## config.mk

```make
export PLATFORM = sky130hd
export DESIGN_NAME = mem_port_arbiter_flat
export DESIGN_NICKNAME = d
export VERILOG_FILES = /design/src/rtl/mem_port_arbiter_pkg.sv /design/src/rtl/mem_port_arbiter_if.sv /design/src/rtl/mem_port_arbiter_rr_pick.sv /design/src/rtl/mem_port_arbiter.sv /design/src/flat_wrapper.sv
export SDC_FILE = /design/constraint.sdc
export NUM_CORES = 1
export LEC_CHECK = 0
export CAP_MARGIN = 20
export CORE_UTILIZATION = 35
export DETAILED_ROUTE_END_ITERATION = 16
export HOLD_SLACK_MARGIN = 0.03
export PLACE_DENSITY = 0.87
export SYNTH_ARGS = -nofsm -noshare
export SYNTH_HDL_FRONTEND = slang
export SYNTH_HIERARCHICAL = 1
export SYNTH_SLANG_ARGS = --single-unit
```

## constraint.sdc

```tcl
create_clock -name iw_clk -period 3.2 [get_ports iw_clk]
set_clock_uncertainty 0.05 [all_clocks]
set_input_delay 0.32 -clock iw_clk [delete_from_list [all_inputs] [get_ports iw_clk]]
set_output_delay 0.32 -clock iw_clk [all_outputs]
set_load 0.01 [all_outputs]
```

## src/rtl/mem_port_arbiter_pkg.sv

```systemverilog
// Shared widths, requester ids and the memory command record for the data-memory port arbiter.
// Memory geometry is 4096 x 24.
package mem_port_arbiter_pkg;

    localparam int HBIT_ADDR = 11;
    localparam int HBIT_DATA = 23;

    localparam int REQ_LSU = 0;
    localparam int REQ_DBG = 1;
    localparam int REQ_DMA = 2;

    localparam int NUM_REQ_DEF = 3;
    localparam int IDX_W_DEF   = 2;

    typedef struct packed {
        logic               we;
        logic [HBIT_ADDR:0] addr;
        logic [HBIT_DATA:0] wdata;
    } mem_cmd_t;

    // Round-robin successor of idx among n slots.
    function automatic int rr_next(input int idx, input int n);
        return (idx + 1 >= n) ? 0 : idx + 1;
    endfunction

endpackage

```

## src/rtl/mem_port_arbiter_if.sv

```systemverilog
// Requester-side bundle of the memory port arbiter.
// Requesters drive through the master modport; the arbiter uses the slave modport.
interface mem_port_arbiter_if #(parameter int NUM_REQ = 3);
    import mem_port_arbiter_pkg::*;

    logic               iw_req    [0:NUM_REQ-1];
    logic               iw_lock   [0:NUM_REQ-1];
    logic               iw_we     [0:NUM_REQ-1];
    logic [HBIT_ADDR:0] iw_addr   [0:NUM_REQ-1];
    logic [HBIT_DATA:0] iw_wdata  [0:NUM_REQ-1];
    logic               ow_gnt    [0:NUM_REQ-1];
    logic               or_rvalid [0:NUM_REQ-1];
    logic [HBIT_DATA:0] ow_rdata;

    modport master (
        output iw_req, iw_lock, iw_we, iw_addr, iw_wdata,
        input  ow_gnt, or_rvalid, ow_rdata
    );

    modport slave (
        input  iw_req, iw_lock, iw_we, iw_addr, iw_wdata,
        output ow_gnt, or_rvalid, ow_rdata
    );

endinterface

```

## src/rtl/mem_port_arbiter_rr_pick.sv

```systemverilog
// Combinational round-robin pick: a valid lock owner wins exclusively,
// otherwise the first requester at or after the pointer (mod NUM_REQ).
module mem_port_arbiter_rr_pick #(
    parameter int NUM_REQ = 3,
    parameter int IDX_W   = 2
) (
    input  logic [NUM_REQ-1:0] req,
    input  logic [IDX_W-1:0]   ptr,
    input  logic               lock_vld,
    input  logic [IDX_W-1:0]   lock_idx,
    output logic [NUM_REQ-1:0] gnt,
    output logic [IDX_W-1:0]   win_idx,
    output logic               any
);

    int j;

    always_comb begin
        gnt     = '0;
        win_idx = '0;
        any     = 1'b0;
        j       = 0;
        if (lock_vld) begin
            any     = req[lock_idx];
            win_idx = lock_idx;
        end else begin
            // Scan from farthest to nearest so the nearest requester is the last write.
            for (int k = NUM_REQ - 1; k >= 0; k--) begin
                j = (int'(ptr) + k) % NUM_REQ;
                if (req[j]) begin
                    any     = 1'b1;
                    win_idx = IDX_W'(j);
                end
            end
        end
        if (any) begin
            gnt[win_idx] = 1'b1;
        end
    end

endmodule

```

## src/rtl/mem_port_arbiter.sv

```systemverilog
// Round-robin arbiter sharing one data-memory port between NUM_REQ requesters,
// with lock-based atomic sequences and a 2-cycle tagged read-return pipeline.
module mem_port_arbiter
    import mem_port_arbiter_pkg::*;
#(
    parameter int NUM_REQ = NUM_REQ_DEF,
    parameter int IDX_W   = IDX_W_DEF
) (
    input  logic               iw_clk,
    input  logic               iw_rst_n,
    mem_port_arbiter_if.slave  rq,
    output logic               or_mem_we,
    output logic [HBIT_ADDR:0] or_mem_addr,
    output logic [HBIT_DATA:0] or_mem_wdata,
    input  logic [HBIT_DATA:0] iw_mem_rdata
);

    logic [NUM_REQ-1:0] req_vec;
    logic [NUM_REQ-1:0] lock_vec;
    logic [NUM_REQ-1:0] gnt_vec;
    logic [NUM_REQ-1:0] rvalid_reg;
    logic [NUM_REQ-1:0] rvalid_next;

    logic [IDX_W-1:0]   ptr_reg;
    logic [IDX_W-1:0]   ptr_next;
    logic [IDX_W-1:0]   owner_reg;
    logic [IDX_W-1:0]   owner_next;
    logic               owner_vld_reg;
    logic               owner_vld_next;
    logic               lock_hold;

    logic [IDX_W-1:0]   win_idx;
    logic               any;

    mem_cmd_t           cmd_reg;
    mem_cmd_t           cmd_next;

    logic [1:0]         tag_vld_reg;
    logic [IDX_W-1:0]   tag_idx_reg [0:1];
    logic               tag_vld_next;
    logic [IDX_W-1:0]   tag_idx_next;

    genvar gi;
    generate
        for (gi = 0; gi < NUM_REQ; gi++) begin : g_req
            assign req_vec[gi]      = rq.iw_req[gi];
            assign lock_vec[gi]     = rq.iw_lock[gi];
            assign rq.ow_gnt[gi]    = gnt_vec[gi];
            assign rq.or_rvalid[gi] = rvalid_reg[gi];
            assign rvalid_next[gi]  = tag_vld_reg[1] & (tag_idx_reg[1] == IDX_W'(gi));
        end
    endgenerate

    assign rq.ow_rdata    = iw_mem_rdata;
    assign or_mem_we      = cmd_reg.we;
    assign or_mem_addr    = cmd_reg.addr;
    assign or_mem_wdata   = cmd_reg.wdata;

    // The owner keeps exclusivity while it requests or still holds its lock line;
    // dropping both releases it in the same cycle so RR can pick someone else.
    assign lock_hold = owner_vld_reg & (req_vec[owner_reg] | lock_vec[owner_reg]);

    mem_port_arbiter_rr_pick #(
        .NUM_REQ (NUM_REQ),
        .IDX_W   (IDX_W)
    ) u_rr_pick (
        .req      (req_vec),
        .ptr      (ptr_reg),
        .lock_vld (lock_hold),
        .lock_idx (owner_reg),
        .gnt      (gnt_vec),
        .win_idx  (win_idx),
        .any      (any)
    );

    always_comb begin
        ptr_next       = ptr_reg;
        owner_next     = owner_reg;
        owner_vld_next = lock_hold;
        cmd_next       = cmd_reg;
        cmd_next.we    = 1'b0;
        tag_vld_next   = 1'b0;
        tag_idx_next   = '0;
        if (any) begin
            ptr_next       = IDX_W'(rr_next(int'(win_idx), NUM_REQ));
            owner_next     = win_idx;
            owner_vld_next = lock_vec[win_idx];
            cmd_next.we    = rq.iw_we[win_idx];
            cmd_next.addr  = rq.iw_addr[win_idx];
            cmd_next.wdata = rq.iw_wdata[win_idx];
            tag_vld_next   = ~rq.iw_we[win_idx];
            tag_idx_next   = win_idx;
        end
    end

    always_ff @(posedge iw_clk) begin
        if (!iw_rst_n) begin
            ptr_reg        <= '0;
            owner_reg      <= '0;
            owner_vld_reg  <= 1'b0;
            cmd_reg        <= '0;
            tag_vld_reg    <= '0;
            tag_idx_reg[0] <= '0;
            tag_idx_reg[1] <= '0;
            rvalid_reg     <= '0;
        end else begin
            ptr_reg        <= ptr_next;
            owner_reg      <= owner_next;
            owner_vld_reg  <= owner_vld_next;
            cmd_reg        <= cmd_next;
            tag_vld_reg    <= {tag_vld_reg[0], tag_vld_next};
            tag_idx_reg[0] <= tag_idx_next;
            tag_idx_reg[1] <= tag_idx_reg[0];
            rvalid_reg     <= rvalid_next;
        end
    end

endmodule

```

## src/flat_wrapper.sv

```systemverilog
// flat-port wrapper written by rule: the top's interface ports become plain ports
module mem_port_arbiter_flat import mem_port_arbiter_pkg::*;
#(
    parameter int NUM_REQ = NUM_REQ_DEF,
    parameter int IDX_W   = IDX_W_DEF
)
  (iw_clk, iw_rst_n, or_mem_we, or_mem_addr, or_mem_wdata, iw_mem_rdata, rq_iw_req, rq_iw_lock, rq_iw_we, rq_iw_addr, rq_iw_wdata, rq_ow_gnt, rq_or_rvalid, rq_ow_rdata);
  mem_port_arbiter_if #(.NUM_REQ(NUM_REQ)) rq_i ();
  input  logic iw_clk;
  input  logic iw_rst_n;
  output logic or_mem_we;
  output logic [HBIT_ADDR:0] or_mem_addr;
  output logic [HBIT_DATA:0] or_mem_wdata;
  input  logic [HBIT_DATA:0] iw_mem_rdata;
  input wire logic [$bits(rq_i.iw_req)-1:0] rq_iw_req;
  input wire logic [$bits(rq_i.iw_lock)-1:0] rq_iw_lock;
  input wire logic [$bits(rq_i.iw_we)-1:0] rq_iw_we;
  input wire logic [$bits(rq_i.iw_addr)-1:0] rq_iw_addr;
  input wire logic [$bits(rq_i.iw_wdata)-1:0] rq_iw_wdata;
  output wire logic [$bits(rq_i.ow_gnt)-1:0] rq_ow_gnt;
  output wire logic [$bits(rq_i.or_rvalid)-1:0] rq_or_rvalid;
  output wire logic [$bits(rq_i.ow_rdata)-1:0] rq_ow_rdata;
  assign rq_i.iw_req = {>>{rq_iw_req}};
  assign rq_i.iw_lock = {>>{rq_iw_lock}};
  assign rq_i.iw_we = {>>{rq_iw_we}};
  assign rq_i.iw_addr = {>>{rq_iw_addr}};
  assign rq_i.iw_wdata = {>>{rq_iw_wdata}};
  assign rq_ow_gnt = {>>{rq_i.ow_gnt}};
  assign rq_or_rvalid = {>>{rq_i.or_rvalid}};
  assign rq_ow_rdata = rq_i.ow_rdata;
  mem_port_arbiter #(.NUM_REQ(NUM_REQ), .IDX_W(IDX_W)) u_core (.iw_clk(iw_clk), .iw_rst_n(iw_rst_n), .rq(rq_i), .or_mem_we(or_mem_we), .or_mem_addr(or_mem_addr), .or_mem_wdata(or_mem_wdata), .iw_mem_rdata(iw_mem_rdata));
endmodule
```

======== Yosys cells after proc, flatten, opt, wreduce, memory -nomap -nowiden ========
Memory sizes are Yosys's and may differ from the RTL's.
Cells that the tools add are included.
storage, ports and cells
  register bits ........................... 47
  memory bits (writable) .................. 4
  input bits .............................. 143
  output and inout port bits .............. 67
  word-level logic and storage cells ...... 80
  memories kept ........................... 1
cells by class
  add/sub/neg operators ................... 3
  div/mod/pow operators ................... 3
  $lt $le $gt $ge ......................... 8
  equal/unequal tests ..................... 2
  multiplexer cells ....................... 42
  bitwise operators ....................... 9
  reduce and logical (&&, ||, !) cells .... 3
memory list
  name                words  bits a word  read ports  clocked after Yosys merged registers in  write ports  RTL line                text
  u_core.tag_idx_reg  2      2            2           0                                        2            mem_port_arbiter.sv:39  logic [IDX_W-1:0] tag_idx_reg [0:1];
operators by type and width
  operator                                                            number
  < comparator 32 x 4 -> 1 bit (second input constant)                3
  remainder unit 32 x 3 -> 32 bit (second input constant)             2
  binary-select mux 24 bit (select 2 bit)                             1
  two-way mux 24 bit                                                  2
  remainder unit 3 x 3 -> 32 bit (second input constant)              1
  binary-select mux 12 bit (select 2 bit)                             1
  two-way mux 12 bit                                                  2
  two-way mux 1 bit                                                   19
  two-way mux 2 bit                                                   8
  binary-select mux 1 bit (select 2 bit)                              7
  adder 2 x 1 -> 3 bit (second input constant)                        2
  < comparator 2 x 3 -> 1 bit (second input constant)                 2
  AND 1 bit                                                           4
  adder 2 x 2 -> 3 bit (second input constant)                        1
  greater-or-equal comparator 3 x 2 -> 1 bit (second input constant)  1
  greater-or-equal comparator 3 bit (second input constant)           1
  two-way mux 3 bit                                                   1
  NOT 2 -> 3 bit                                                      1
  bitwise OR 1 bit                                                    3
  demux 1 bit (select 2 bit)                                          1
  equality test 2 x 1 -> 1 bit (second input constant)                1
  equality test 2 bit (second input constant)                         1
  greater-or-equal comparator 2 x 1 -> 1 bit (second input constant)  1
  logical NOT 2 bit                                                   1
  3 further kinds                                                     3

======== Logic depth before layout (Yosys ltp) ========
  depth in word-level cells ............... 14
  depth in mapped cells ................... 12
  depth with buffers taken out ............ 9

======== Modules after synthesis ========
Netlist, hierarchy kept.
by module, submodules not included
  module                    instances  cells an instance  area each (µm²)  sequential area each (µm²)
  mem_port_arbiter          1          271                2,585.0          1,021.0
  mem_port_arbiter_rr_pick  1          41                 325.3            0.0

======== Worst setup path after synthesis ========
No wires, ideal clock.
  kind .................................... reg2reg
  start ................................... reg u_core.owner_reg[0]
  end ..................................... reg u_core.owner_vld_reg
  setup time .............................. 116 ps
  arrival time ............................ 2,238 ps
  data required time ...................... 3,034 ps
  slack ................................... 795 ps
  stages on the path, launching flop included .. 9
  buffers on the path ..................... 1
  period minus slack after synthesis ...... 2,405 ps
  cells stage by stage .................... dfxtp_1 -> o21bai_1 -> a221oi_1 -> a31oi_1 -> a21oi_1 -> buf_6 -> mux2_4 -> a221o_1 -> o211a_1
between the ends
  cells in the longest elaborated chain, start to end .. 8
ends and longest elaborated chain
  element                                    RTL line                        text
  start: declaration                         mem_port_arbiter.sv:26          logic [IDX_W-1:0] owner_reg;
  start signal: assignment                   mem_port_arbiter.sv:108         owner_reg <= owner_next;
  binary-select mux 1 bit (select 2 bit)     mem_port_arbiter.sv:61          assign lock_hold = owner_vld_reg & (req_vec[owner_reg] | lock_vec[owner_reg]);
  two-way mux 1 bit (implied by the code)    mem_port_arbiter.sv:61
  bitwise OR 1 bit *                         mem_port_arbiter.sv:61
  AND 1 bit *                                mem_port_arbiter.sv:61
  named net u_core.lock_hold                 mem_port_arbiter.sv:30          logic lock_hold;
  two-way mux 2 bit *                        mem_port_arbiter_rr_pick.sv:23  if (lock_vld) begin
  named net u_core.win_idx[1]                mem_port_arbiter.sv:32          logic [IDX_W-1:0] win_idx;
  binary-select mux 1 bit (select 2 bit) *   mem_port_arbiter.sv:87          owner_vld_next = lock_vec[win_idx];
  two-way mux 1 bit (implied by the code) *  mem_port_arbiter.sv:87
  two-way mux 1 bit *                        mem_port_arbiter.sv:84          if (any) begin
  end signal: assignment                     mem_port_arbiter.sv:109         owner_vld_reg <= owner_vld_next;
  end: declaration                           mem_port_arbiter.sv:28          logic owner_vld_reg;
The timed path passes the listed nets; every way through them passes the cells marked *. The select of a mux whose other input is x is not followed.
A chain may end at the register's enable or synchronous reset.

======== Worst setup path after layout ========
  start ................................... reg u_core.owner_reg[0]
  end ..................................... out rq_ow_gnt[2]
between the ends
  cells in the longest elaborated chain, start to end .. 10
ends and longest elaborated chain
  element                                                                                                          RTL line                        text
  binary-select mux 1 bit (select 2 bit)                                                                           mem_port_arbiter.sv:61
  two-way mux 1 bit (implied by the code)                                                                          mem_port_arbiter.sv:61
  bitwise OR 1 bit *                                                                                               mem_port_arbiter.sv:61
  AND 1 bit *                                                                                                      mem_port_arbiter.sv:61
  named net u_core.lock_hold                                                                                       mem_port_arbiter.sv:30
  two-way mux 2 bit *                                                                                              mem_port_arbiter_rr_pick.sv:23
  named net u_core.win_idx[0]                                                                                      mem_port_arbiter.sv:32
  < comparator 2 x 3 -> 1 bit (implied by the code) or greater-or-equal comparator 2 x 1 -> 1 bit (tied branches)  mem_port_arbiter_rr_pick.sv:37  gnt[win_idx] = 1'b1;
  logical AND 1 bit (implied by the code)                                                                          mem_port_arbiter_rr_pick.sv:37
  two-way mux 1 bit (implied by the code)                                                                          mem_port_arbiter_rr_pick.sv:37
  demux 1 bit (select 2 bit) *                                                                                     mem_port_arbiter_rr_pick.sv:37
  two-way mux 3 bit *                                                                                              mem_port_arbiter_rr_pick.sv:36  if (any) begin
  end: declaration                                                                                                 flat_wrapper.sv:20              output wire logic [$bits(rq_i.ow_gnt)-1:0] rq_ow_gnt;
Marks and branches as above.

==> results.cfg <==
[run_status]
outcome = complete, no violations

[placed_design]
port_buffer_cells = 161
worst_slack_after_detailed_placement_ps = -51.5
hpwlAfterDp_microns = 7100
gpl.final_weighted_congestion = 0.831
post_dp_cell_area_sq_mm = 0.00443
dp_cells = 541

[global_routing]
grt_remaining_overflow = 0
antenna_found_initial = 0
maximum_number_of_pins_on_one_net_before_global_route_repair = 38
first_global_vias = 2918
grtUsageTotal_pct = 20.7
grt_pass1_wl_microns = 14100

[yosys]
synthesis.area_per_instance_sq_um = 9.33
dominantRegCellSynth = dfxtp_1
synth.distinct_cells = 46
synth_enable_flop_cells = 0
synth.yosys.seq_area_share_pct = 35.1
synthCells = 312
ys_async_sr_fraction_pct = 0
ys_ff_latch = 51
total_standard_cell_area_after_synthesis_sq_mm = 0.00291
post_synth_net_total = 458
synth.yosys.warnings = 6

[power]
power.leakage_nw = 1.69
totalPowerFinal_mw = 4.08
irDropWorstVdd_v = 0.00116
p_per_area_mw_per_mm2 = 898

[layout]
final_core_util_pct = 57.7
fill_cells = 727
count_of_nets_after_finishing = 593
most-common-layout-cells = 161 x clkdlybuf4s50_1, 51 x dfxtp_1, 30 x o21ai_0
area_delta_synth_final_pct = 56.3
largest_register_ffs = 24
finalNonFillerCells = 550
leading_cell_type_in_the_layout_fill_and_taps_excluded = clkdlybuf4s50_1
final_area_sq_mm = 0.00455
n_antenna_cell = 0
post_route_cells_drive_above_1_share_pct = 14.1

[die]
row_count = 32
die_area_sq_mm = 0.00868
io_pins = 210
floorplan.initialDensity_pct = 36.9
chip_height_microns = 93.2
die_width_microns = 93.2
core_area_sq_mm = 0.00789

[route]
route.detailed.vias_per_inst = 5.22
drtPass1Iterations = 4
vias = 2872
ant_nets = 0
wire_per_inst_microns = 16.6
detail_route.iter0.violations = 84
post-route-drc-count = 0
wirelength_microns = 9150

[clocking]
cts-root-to-sink-buffers = 2
clk-insertion-delay-late_ps = 300
tritoncts = done
h-tree-depth = 2
worst_setup_hold_path_clk_slew_ps = 100
clock_sinks = 51
clock-root-buffer = clkbuf_8
numCtsBuffers = 5

[sta]
hold_viol_final = 0
rel_slew_slack_pct = 66.5
holdWs_ps = 390
final_clock_period_utilization_by_the_worst_path_pct = 95.6
worst-slew-pin-transition_ps = 501
setup_viol = 0
fmax_mhz = 327
slew_viol_final = 0
post_route_setup_tns_ps = 0
setup_slack_of_the_critical_path_after_layout_ps = 141
grt_setup_unrepaired = no
finalCriticalPeriod_ps = 3060

[critical_path]
req_time_crit_path_ps = 2830
critical_path.cell_chain = o21bai_1 > a221oi_2 > buf_4 > nand2b_1 > o31a_1 > o31ai_4 > inv_2 > nor3_1 > clkdlybuf4s50_1
critical_path_arrival_ps = 2690
end_kind = primary output
critical_path.max_fanout = 7
crit_type = flip-flop to primary output
timing.critical_path.slowest_cell_delay_ps = 570
worst_path_max_delay_cell = clkdlybuf4s50_1
worst_setup_path_start_kind = flip-flop
timing.critical_path.buf_inv = 3
worst_path_dominant_cell_family = buffers and inverters

[hold_path]
hold_path_class = flip-flop to flip-flop

[job]
maximum_capacitance_violations = 0
## cell usage after synthesis (2+ instances only)
library cell / number / area, sq um
nor2b_1: 12 / 75.1
buf_1: 2 / 7.51
o2bb2ai_1: 5 / 43.8
buf_4: 26 / 195
a22oi_1: 27 / 203
inv_1: 5 / 18.8
nor3b_1: 3 / 22.5
o221ai_1: 2 / 17.5
nand2b_1: 2 / 12.5
o21ai_0: 30 / 150
nor2_1: 10 / 37.5
dfxtp_1: 51 / 1020
nand2_1: 4 / 15.0
a221oi_1: 7 / 61.3
mux2i_1: 11 / 110
mux2_2: 26 / 293
o31a_1: 2 / 17.5
and2_1: 3 / 18.8
buf_6: 7 / 78.8
a21oi_1: 26 / 130
nor3_1: 2 / 10.0
ha_1: 3 / 37.5
a31oi_1: 7 / 43.8
o22ai_1: 6 / 37.5
clkbuf_1: 7 / 26.3
buf_2: 5 / 25.0
inv_2: 2 / 7.51
## cells by family after synthesis
logic type / after synthesis / share of synthesized area [%]
AND/OR/NAND/NOR: 40 / 7.61
adder cells (fa/ha/maj): 3 / 1.29
flip-flops: 51 / 35.1
multiplexers: 39 / 15.1
AO/OA/AOI/OAI: 124 / 28.4
buffers and inverters: 55 / 12.5
## power by group
| part | switching [mW] | internal (mW) | total [mW] |
|---|---|---|---|
| combinational | 1.37 | 1.32 | 2.69 |
| sequential | 0.123 | 0.876 | 0.999 |
| clock | 0.214 | 0.177 | 0.391 |
| total | 1.71 | 2.37 | 4.08 |
## what timing repair did
action	CTS	global route
pin swaps	0	1
setup buffers	0	1
hold buffers	0	0
resized for setup	1	2
setup endpoints to repair	2	2
## worst paths after layout
path	cells past startpoint	from	slack (ps)	end
worst max-delay path	9	u_core/owner_reg[0]	140	rq_ow_gnt[2]
worst min-delay path	1	u_core/tag_idx_reg[0][1]	390	u_core/tag_idx_reg[0][3]
worst max register to register	9	u_core/ptr_reg[0]	490	u_core/tag_vld_reg[0]
worst min register to register	1	u_core/tag_idx_reg[0][1]	390	u_core/tag_idx_reg[0][3]
## per-layer routing
metal / track usage, % / wire [microns]
met5: 0 / 0
met1: 23.2 / 3560
met4: 7.95 / 204
met3: 4.07 / 515
met2: 38.4 / 4860
## cell type report
type | instances | area [sq um] | share of cell area, %
Tap cell | 102 | 128 | 2.81
Inverter | 8 | 30.0 | 0.660
Clock inverter | 2 | 16.3 | 0.358
Clock buffer | 6 | 82.6 | 1.82
Timing Repair Buffer | 175 | 1720 | 37.7
Multi-Input combinational cell | 206 | 1550 | 34.2
Sequential cell | 51 | 1020 | 22.4
Note: power is estimated with default switching activity, not from simulation.
